[src/rtl/reg_bus_arbiter.sv]
// -----------------------------------------------------------------------------
// reg_bus_arbiter
//
// Two-master arbiter/sequencer for the shared register-bank bus. Requester 0
// (UART packet controller) and requester 1 (local on-chip master) each issue
// single read or write transactions; one transaction is in flight at a time
// and contention is resolved round-robin.
//
// Parameters
//   ADDR_W      register address width
//   DATA_W      register data width
//   RD_LATENCY  cycles from opAddress valid to ipRdData valid (1..15)
//
// Ports
//   ipClk, ipReset             clock, synchronous active-high reset
//   ipReq0/1                   level request from requester 0/1
//   ipWrite0/1                 1 = write, 0 = read
//   ipAddr0/1, ipWrData0/1     transaction address / write data
//   opAck0/1                   one-cycle completion pulse
//   opRdData0/1                read data, valid with the matching ack
//   opAddress, opWrData        register block address / write data
//   opWrEnable                 one-cycle write strobe to the register block
//   ipRdData                   read data from the register block
//   opBusy                     a transaction is in progress
//
// Every output is a register: the combinational process computes the next
// value of each output, the sequential process loads it.
// -----------------------------------------------------------------------------
module reg_bus_arbiter #(
    parameter int ADDR_W     = 8,
    parameter int DATA_W     = 32,
    parameter int RD_LATENCY = 1
) (
    input  logic              ipClk,
    input  logic              ipReset,

    input  logic              ipReq0,
    input  logic              ipWrite0,
    input  logic [ADDR_W-1:0] ipAddr0,
    input  logic [DATA_W-1:0] ipWrData0,
    output logic              opAck0,
    output logic [DATA_W-1:0] opRdData0,

    input  logic              ipReq1,
    input  logic              ipWrite1,
    input  logic [ADDR_W-1:0] ipAddr1,
    input  logic [DATA_W-1:0] ipWrData1,
    output logic              opAck1,
    output logic [DATA_W-1:0] opRdData1,

    output logic [ADDR_W-1:0] opAddress,
    output logic [DATA_W-1:0] opWrData,
    output logic              opWrEnable,
    input  logic [DATA_W-1:0] ipRdData,
    output logic              opBusy
);

    typedef enum logic [1:0] {
        IDLE  = 2'd0,
        WRITE = 2'd1,
        READ  = 2'd2,
        ACK   = 2'd3
    } state_t;

    // Counter value on which the read data is captured; a 4-bit counter
    // covers the full RD_LATENCY range.
    localparam logic [3:0] LAST_CNT = 4'(RD_LATENCY - 1);

    state_t            state;
    state_t            stateNxt;
    logic              owner;          // requester of the transaction in flight
    logic              ownerNxt;
    logic              lastServed;     // requester that completed most recently
    logic              lastServedNxt;
    logic [3:0]        rdCnt;
    logic [3:0]        rdCntNxt;

    logic [ADDR_W-1:0] addressNxt;
    logic [DATA_W-1:0] wrDataNxt;
    logic              wrEnableNxt;
    logic              ack0Nxt;
    logic              ack1Nxt;
    logic [DATA_W-1:0] rdData0Nxt;
    logic [DATA_W-1:0] rdData1Nxt;
    logic              busyNxt;

    logic              grantOne;       // grant goes to requester 1
    logic              grantWrite;

    // -------------------------------------------------------------------------
    // Next-state and next-output logic
    // -------------------------------------------------------------------------
    always_comb begin
        stateNxt      = state;
        ownerNxt      = owner;
        lastServedNxt = lastServed;
        rdCntNxt      = rdCnt;
        addressNxt    = opAddress;
        wrDataNxt     = opWrData;
        wrEnableNxt   = 1'b0;
        ack0Nxt       = 1'b0;
        ack1Nxt       = 1'b0;
        rdData0Nxt    = opRdData0;
        rdData1Nxt    = opRdData1;

        // Requester 1 wins when it asks alone, or when both ask and
        // requester 0 was the one served last.
        grantOne   = ipReq1 && (!ipReq0 || !lastServed);
        grantWrite = grantOne ? ipWrite1 : ipWrite0;

        case (state)
            IDLE: begin
                if (ipReq0 || ipReq1) begin
                    // Request fields are captured here only; the requester
                    // is free to change them from the next cycle on.
                    ownerNxt   = grantOne;
                    addressNxt = grantOne ? ipAddr1   : ipAddr0;
                    wrDataNxt  = grantOne ? ipWrData1 : ipWrData0;
                    if (grantWrite) begin
                        wrEnableNxt = 1'b1;
                        stateNxt    = WRITE;
                    end else begin
                        rdCntNxt = 4'd0;
                        stateNxt = READ;
                    end
                end
            end

            WRITE: begin
                // The strobe was high for this single cycle; the default
                // drops it on the next edge.
                ack0Nxt  = !owner;
                ack1Nxt  = owner;
                stateNxt = ACK;
            end

            READ: begin
                if (rdCnt == LAST_CNT) begin
                    if (owner) begin
                        rdData1Nxt = ipRdData;
                        ack1Nxt    = 1'b1;
                    end else begin
                        rdData0Nxt = ipRdData;
                        ack0Nxt    = 1'b1;
                    end
                    stateNxt = ACK;
                end else begin
                    rdCntNxt = rdCnt + 4'd1;
                end
            end

            ACK: begin
                // Requests seen during ACK are ignored; a held request is
                // re-arbitrated as a new transaction once back in IDLE.
                lastServedNxt = owner;
                stateNxt      = IDLE;
            end

            default: begin
                stateNxt = IDLE;
            end
        endcase

        busyNxt = (stateNxt != IDLE);
    end

    // -------------------------------------------------------------------------
    // State and output registers
    // -------------------------------------------------------------------------
    always_ff @(posedge ipClk) begin
        if (ipReset) begin
            // An in-flight transaction is abandoned without an ack.
            // lastServed = 1 lets requester 0 win the first contention.
            state      <= IDLE;
            owner      <= 1'b0;
            lastServed <= 1'b1;
            rdCnt      <= 4'd0;
            opAddress  <= '0;
            opWrData   <= '0;
            opWrEnable <= 1'b0;
            opAck0     <= 1'b0;
            opAck1     <= 1'b0;
            opRdData0  <= '0;
            opRdData1  <= '0;
            opBusy     <= 1'b0;
        end else begin
            state      <= stateNxt;
            owner      <= ownerNxt;
            lastServed <= lastServedNxt;
            rdCnt      <= rdCntNxt;
            opAddress  <= addressNxt;
            opWrData   <= wrDataNxt;
            opWrEnable <= wrEnableNxt;
            opAck0     <= ack0Nxt;
            opAck1     <= ack1Nxt;
            opRdData0  <= rdData0Nxt;
            opRdData1  <= rdData1Nxt;
            opBusy     <= busyNxt;
        end
    end

endmodule

[config.mk]
export PLATFORM = sky130hd
export DESIGN_NAME = reg_bus_arbiter
export DESIGN_NICKNAME = d
export VERILOG_FILES = /design/src/rtl/reg_bus_arbiter.sv
export SDC_FILE = /design/constraint.sdc
export NUM_CORES = 1
export LEC_CHECK = 0
export ABC_CLOCK_PERIOD_IN_PS = 4500
export CAP_MARGIN = 15
export CORE_MARGIN = 2
export CORE_UTILIZATION = 65
export DETAILED_ROUTE_END_ITERATION = 10
export DONT_BUFFER_PORTS = 1
export GPL_TIMING_DRIVEN = 1
export MAX_ROUTING_LAYER = met4
export PLACE_DENSITY = 0.86
export SLEW_MARGIN = 20
export SYNTH_ARGS = -nofsm -noshare
export SYNTH_HDL_FRONTEND = slang
export SYNTH_SLANG_ARGS = --single-unit
[constraint.sdc]
create_clock -name ipClk -period 4.5 [get_ports ipClk]
set_input_delay 0.9 -clock ipClk [delete_from_list [all_inputs] [get_ports ipClk]]
set_output_delay 0.9 -clock ipClk [all_outputs]
set_load 0.005 [all_outputs]
==> impl_metrics.ini, run 1 <==
[global_route]
grt_usage_pct = 27.9
first_global_vias = 3489
grt-ovfl-total = 0
antenna_found_initial = 0
grt_start_max_net_pins = 116
grt_pass1_wl_mm = 16.3

[routing]
post_drt_wl_per_cell_microns = 17.3
dr.max_layer_used = met4
drcViolationCount = 0
routed_wl_mm = 10.8
firstDrtPassIters = 5
dr_wl_met3_mm = 1.03
m1WireLength_mm = 3.99
wl_met2_mm = 5.62
final_antenna_net_count = 0
first_iter_violations = 159
vias_per_cell = 5.89
vias = 3696

[clocking]
cts_max_path_buffers = 2
cts.reportedPaths.clkPinSlew_ps = 60
post_cts_buffers = 0
root_buffer = clkbuf_8
cts.sinks = 116
clk-insertion-delay-late_ps = 500
cts_tree = done
htree_levels = 4
postCtsResizedCells = 0
cts_hold_buf = 0
cts_made_buffers = 17

[finish]
register_area_sq_mm = 0.00232
drive_gt1_share_pct = 8.27
instances_no_fill = 628
final_area_sq_mm = 0.00516
n_fill_cell = 490
multiInputGateArea_sq_mm = 0.00211
n_antenna_cell = 0
area_growth_pct = 12.4
num-nets-final = 644

[job]
cap_viol_max_count = 0

[place]
place_area_sq_mm = 0.00460
hpwl_mm = 7.45
routabilityCongestion = 0.814
io_buffers = 0
placed_cells = 596

[yosys]
synthTopCellsByArea = dfxtp_1, nand2_1, mux2i_1
ys_types = 35
synth-seq-area-share_pct = 50.6
yosys_warnings = 0
ys_ff_latch = 116
synth_top_cell_by_area = dfxtp_1
syn-mean-instance-area_sq_um = 8.59
synth_fp_nets = 660
syn_inst = 535
netlist_area_sq_mm = 0.00459
synth_top_area_share_pct = 50.6

[floorplanning]
die_w_microns = 88.1
dieArea_sq_mm = 0.00775
rows = 30
pin_count = 226
die_y_microns = 88.1
coreArea_sq_mm = 0.00683
start_util_pct = 67.2

[worst_setup_path]
worst-path-max-fanout = 42
worstSetupPathType = reg2reg
required_ps = 4900
critPathLaunchType = flop
worstSetupEndpointType = flop
critical_path_arrival_ps = 2810

[sta]
min_period_over_period_pct = 53.4
setup_tns_ps = 0
fin_skew_ps = 8.08
tightestPinTransition_ps = 1070
fmax_mhz = 416
relSlewSlack_pct = 28.4
rsz0062_at_grt = false
hold_violations = 0
holdWs_ps = 472
finalSetupViolCount = 0
drv_slew = 0
fin_crit_ps = 2400

[power_and_ir_drop]
ir_drop_mv = 0.408
power.total_mw = 3.28
p_leak_nw = 2.02
powerDensity_mw_per_mm2 = 636

[status]
status = complete, no violations

[hold_path]
hp-class = reg2reg
==> power by group <==
group          internal (mW)  switching (mW)
Sequential              1.23           0.168
Combinational          0.240           0.410
Clock                  0.750           0.485
Total                   2.22            1.06
==> kinds of logic after synthesis <==
logic type               share of synthesized area [%]
AND/OR/NAND/NOR                                   17.5
AO/OA/AOI/OAI                                     17.1
flip-flops                                        50.6
buffers and inverters                             3.95
multiplexers                                      8.93
adder cells (fa/ha/maj)                           1.91
==> path summary, 6_finish.rpt <==
| path | startpoint | endpoint | slack [ps] | cells after the start |
|---|---|---|---|---|
| worst max-delay path | state[0]$_SDFF_PP0_ | opWrData[24]$_SDFFE_PP0N_ | 2100 | 7 |
| worst min-delay path | opRdData1[5]$_SDFFE_PP0P_ | opRdData1[5]$_SDFFE_PP0P_ | 470 | 2 |
| worst max register to register | state[0]$_SDFF_PP0_ | opWrData[24]$_SDFFE_PP0N_ | 2100 | 7 |
| worst min register to register | opRdData1[5]$_SDFFE_PP0P_ | opRdData1[5]$_SDFFE_PP0P_ | 470 | 2 |
==> per-stage QoR <==
stage	util, %	worst slack (ps)
final	75.5	2100
after global routing	75.5	1830
after CTS	75.4	1940
after detailed placement	67.3	1940
after global placement	67.3	2120
after floorplan	-	2350
==> cell type report <==
class / instances / area share (%)
Clock buffer: 18 / 8.29
Clock inverter: 14 / 2.50
Inverter: 6 / 0.436
Multi-Input combinational cell: 374 / 40.9
Sequential cell: 116 / 45.0
Tap cell: 96 / 2.33
Timing Repair Buffer: 4 / 0.582
==> registers in the layout, indices dropped and copies added, names as in the netlist <==
name and flops:
opRdData0 32, opRdData1 32, opWrData 32, opAddress 8
rdCnt 4, state 2, lastServed 1, opAck0 1
opAck1 1, opBusy 1, opWrEnable 1, owner 1
==> cells in the final DEF, fill, tap and decap left out, types with 2 or more instances in the layout <==
cell,Yosys,layout
a211oi_1,41,41
a21oi_1,68,68
a31oi_1,2,2
buf_4,0,4
clkbuf_16,0,16
clkbuf_8,0,2
clkinv_2,0,3
clkinv_4,0,4
clkinvlp_4,0,3
dfxtp_1,116,116
ha_1,7,7
inv_1,6,6
inv_6,0,3
mux2i_1,41,41
nand2_1,132,131
nand3_1,2,2
nor2_1,50,47
nor2_4,0,2
nor2b_1,4,4
nor3_1,2,2
o21ai_0,5,5
o31ai_1,2,2
==> synth_stat cells, drive strengths merged <==
cell type  instances
mux2i             41
nor3b              1
nor4               1
a2bb2oi            1
a31oi              2
o21bai             1
o21ai              5
nand2            132
a311oi             1
o22ai              1
a211o              1
and4bb             1
or4b               1
nor2              50
buf                5
o21a               1
nor3               2
dfxtp            116
nand3              2
nand2b             1
o221a              1
ha                 7
and3               1
nor2b              4
or3b               1
nand4bb            1
a21oi             68
o2111ai            1
a21bo              1
inv                6
or4                1
a211oi            41
clkbuf            34
o31ai              2
==> worst max-delay path, cell delays in order, from the launching register on <==
cell	delay (ps)
dfxtp_1	350
inv_1	130
ha_1	250
inv_1	150
nor2_4	630
buf_4	480
nor2_1	80
a211oi_1	240
==> routing by layer <==
layer	vias up	global-route usage [%]
met4	0	12.0
met1	1689	30.0
met5	-	-
li1	1804	-
met3	21	8.86
met2	182	47.3
Note: power is estimated with default switching activity, not from simulation.
==> run 2, diff against run 1 <==
--- a/config.mk
+++ b/config.mk
@@ -5,15 +5,15 @@
 export SDC_FILE = /design/constraint.sdc
 export NUM_CORES = 1
 export LEC_CHECK = 0
-export ABC_CLOCK_PERIOD_IN_PS = 4500
+export ABC_CLOCK_PERIOD_IN_PS = 2000
 export CAP_MARGIN = 15
 export CORE_MARGIN = 2
-export CORE_UTILIZATION = 65
+export CORE_UTILIZATION = 56
 export DETAILED_ROUTE_END_ITERATION = 10
 export DONT_BUFFER_PORTS = 1
 export GPL_TIMING_DRIVEN = 1
 export MAX_ROUTING_LAYER = met4
-export PLACE_DENSITY = 0.86
+export PLACE_DENSITY = 0.79
 export SLEW_MARGIN = 20
 export SYNTH_ARGS = -nofsm -noshare
 export SYNTH_HDL_FRONTEND = slang
==> constraint.sdc (replaced) <==
create_clock -name ipClk -period 2 [get_ports ipClk]
set_input_delay 0.4 -clock ipClk [delete_from_list [all_inputs] [get_ports ipClk]]
set_output_delay 0.4 -clock ipClk [all_outputs]
set_load 0.005 [all_outputs]
==> impl_metrics.ini, run 2 (same netlist as run 1, synthesis figures left out) <==
[sta]
drv_slew = 0
min_period_over_period_pct = 93.3
holdWs_ps = -42.8
hold_violations = 66
tightestPinTransition_ps = 497
fin_skew_ps = 12.5
fmax_mhz = 536
setup_tns_ps = 0
relSlewSlack_pct = 66.9
rsz0062_at_grt = false
fin_crit_ps = 1870
finalSetupViolCount = 0

[worst_setup_path]
required_ps = 2390
path_delay_family = buffers and inverters
cpMaxStageDelayCell = dlygate4sd3_1
critPathLaunchType = flop
critical_path_arrival_ps = 2260
cp_cell_sequence = inv_1, ha_1, inv_2, a2bb2oi_1, nor2_1, dlygate4sd3_1
worst-path-max-fanout = 5
path_buf_inv = 3
cp_slowest_stage_delay_ps = 560
worstSetupPathType = reg2reg
worstSetupEndpointType = flop

[finish]
drive_gt1_share_pct = 8.38
top_regs = opRdData0 (32), opRdData1 (32), opWrData (32)
multiInputGateArea_sq_mm = 0.00210
register_area_sq_mm = 0.00232
n_antenna_cell = 0
instances_no_fill = 642
n_fill_cell = 679
final_cell_mix = nand2_1, dfxtp_1, a21oi_1, nor2_1
num-nets-final = 650
utilization_pct = 65.2
layout_commonest_cell = nand2_1
area_growth_pct = 15.0

[global_route]
first_global_vias = 3500
grt-busiest-layer = met2
grtUsageMet2_pct = 45.1
grt-ovfl-total = 0
use_met1_pct = 26.1
grt_pass1_wl_mm = 17.1
grtUsageMet3_pct = 9.42
grt_usage_pct = 25.7
antenna_found_initial = 0
grt_start_max_net_pins = 116

[hold_path]
hp-class = in2reg

[routing]
post_drt_wl_per_cell_microns = 17.9
vias = 3701
vias_per_cell = 5.76
firstDrtPassIters = 5
drcViolationCount = 0
first_iter_violations = 144
final_antenna_net_count = 0
routed_wl_mm = 11.5

[clocking]
cts_hold_buf = 3
cts_made_buffers = 17
cts_max_path_buffers = 2
clk-insertion-delay-late_ps = 510
cts.reportedPaths.clkPinSlew_ps = 60
cts.sinks = 116
htree_levels = 4
cts_tree = done
root_buffer = clkbuf_8

[power_and_ir_drop]
clock_power_share_pct = 37.0
switching_share_pct = 31.6
power.share.sequential_pct = 41.9
ir_drop_mv = 0.937
power.total_mw = 7.56
p_sw_mw = 2.39
comb_power_share_pct = 21.1
p_leak_nw = 2.06
powerDensity_mw_per_mm2 = 1430
p_int_mw = 5.17

[floorplanning]
rows = 33
coreArea_sq_mm = 0.00809
die_y_microns = 94.6
dieArea_sq_mm = 0.00894
start_util_pct = 56.8
die_w_microns = 94.6
pin_count = 226

[place]
placed_cells = 608
hpwl_mm = 7.79
io_buffers = 0
routabilityCongestion = 0.846

[status]
violations = hold timing
status = finished with violations

[job]
cap_viol_max_count = 0
[run 2: cell count changes in the layout (fill, tap and decap cells not counted), sizes merged]
| cell | previous run | this run |
|---|---|---|
| buf | 4 | 7 |
| bufinv | 1 | 2 |
| clkinv | 7 | 5 |
| clkinvlp | 3 | 5 |
| inv | 9 | 7 |
| dlygate4sd3 | 0 | 3 |
[run 2: final cells by class]
type / instances / share of cell area (%)
clock buffers: 18 / 7.91
clock inverters: 13 / 2.56
inverters: 6 / 0.427
multi-input cells: 374 / 39.8
flip-flops and latches: 116 / 44.0
well taps: 105 / 2.49
repair buffers: 10 / 2.82
[run 2: final timing paths]
kind	depth (start not counted)	endpoint	slack (ps)	startpoint
max	6	owner$_SDFFE_PP0N_	130	state[0]$_SDFF_PP0_
min	1	opWrData[9]$_SDFFE_PP0N_	-40	ipReset
max reg2reg	6	owner$_SDFFE_PP0N_	130	state[0]$_SDFF_PP0_
min reg2reg	2	opRdData1[30]$_SDFFE_PP0P_	470	opRdData1[30]$_SDFFE_PP0P_
[run 2: through the flow]
stage | worst slack [ps] | hold WS (ps) | cell area (sq um)
6_report | 134 | -42.8 | 5280
3_5_place_dp | 199 | 461 | 4690
3_3_place_gp | 310 | 454 | 4690
4_1_cts | 12.3 | -61.5 | 5280
2_1_floorplan | 236 | 450 | 4590
5_1_grt | 28.8 | -58.0 | 5280
[run 2: repair_timing]
action / CTS / global route
gates resized for setup: 0 / 2
endpoints found under the setup margin: 0 / 1
endpoints found under the hold margin: 114 / 111
setup buffers: 0 / 0
[run 2: metal layers]
layer,part of all wire [%],vias up
met4,1.5,0
met5,0,-
met1,36,1681
met3,9.2,12
met2,53,184
li1,-,1824
[run 2: power groups by stage]
stage / clock network [mW] / logic, mW / registers, mW
5_1_grt: 2.98 / 1.80 / 3.21
4_1_cts: 2.85 / 1.60 / 3.17
3_5_place_dp: 0 / 1.57 / 3.21
3_3_place_gp: 0 / 1.49 / 3.19
2_1_floorplan: 0 / 1.24 / 3.07
6_report: 2.80 / 1.60 / 3.17
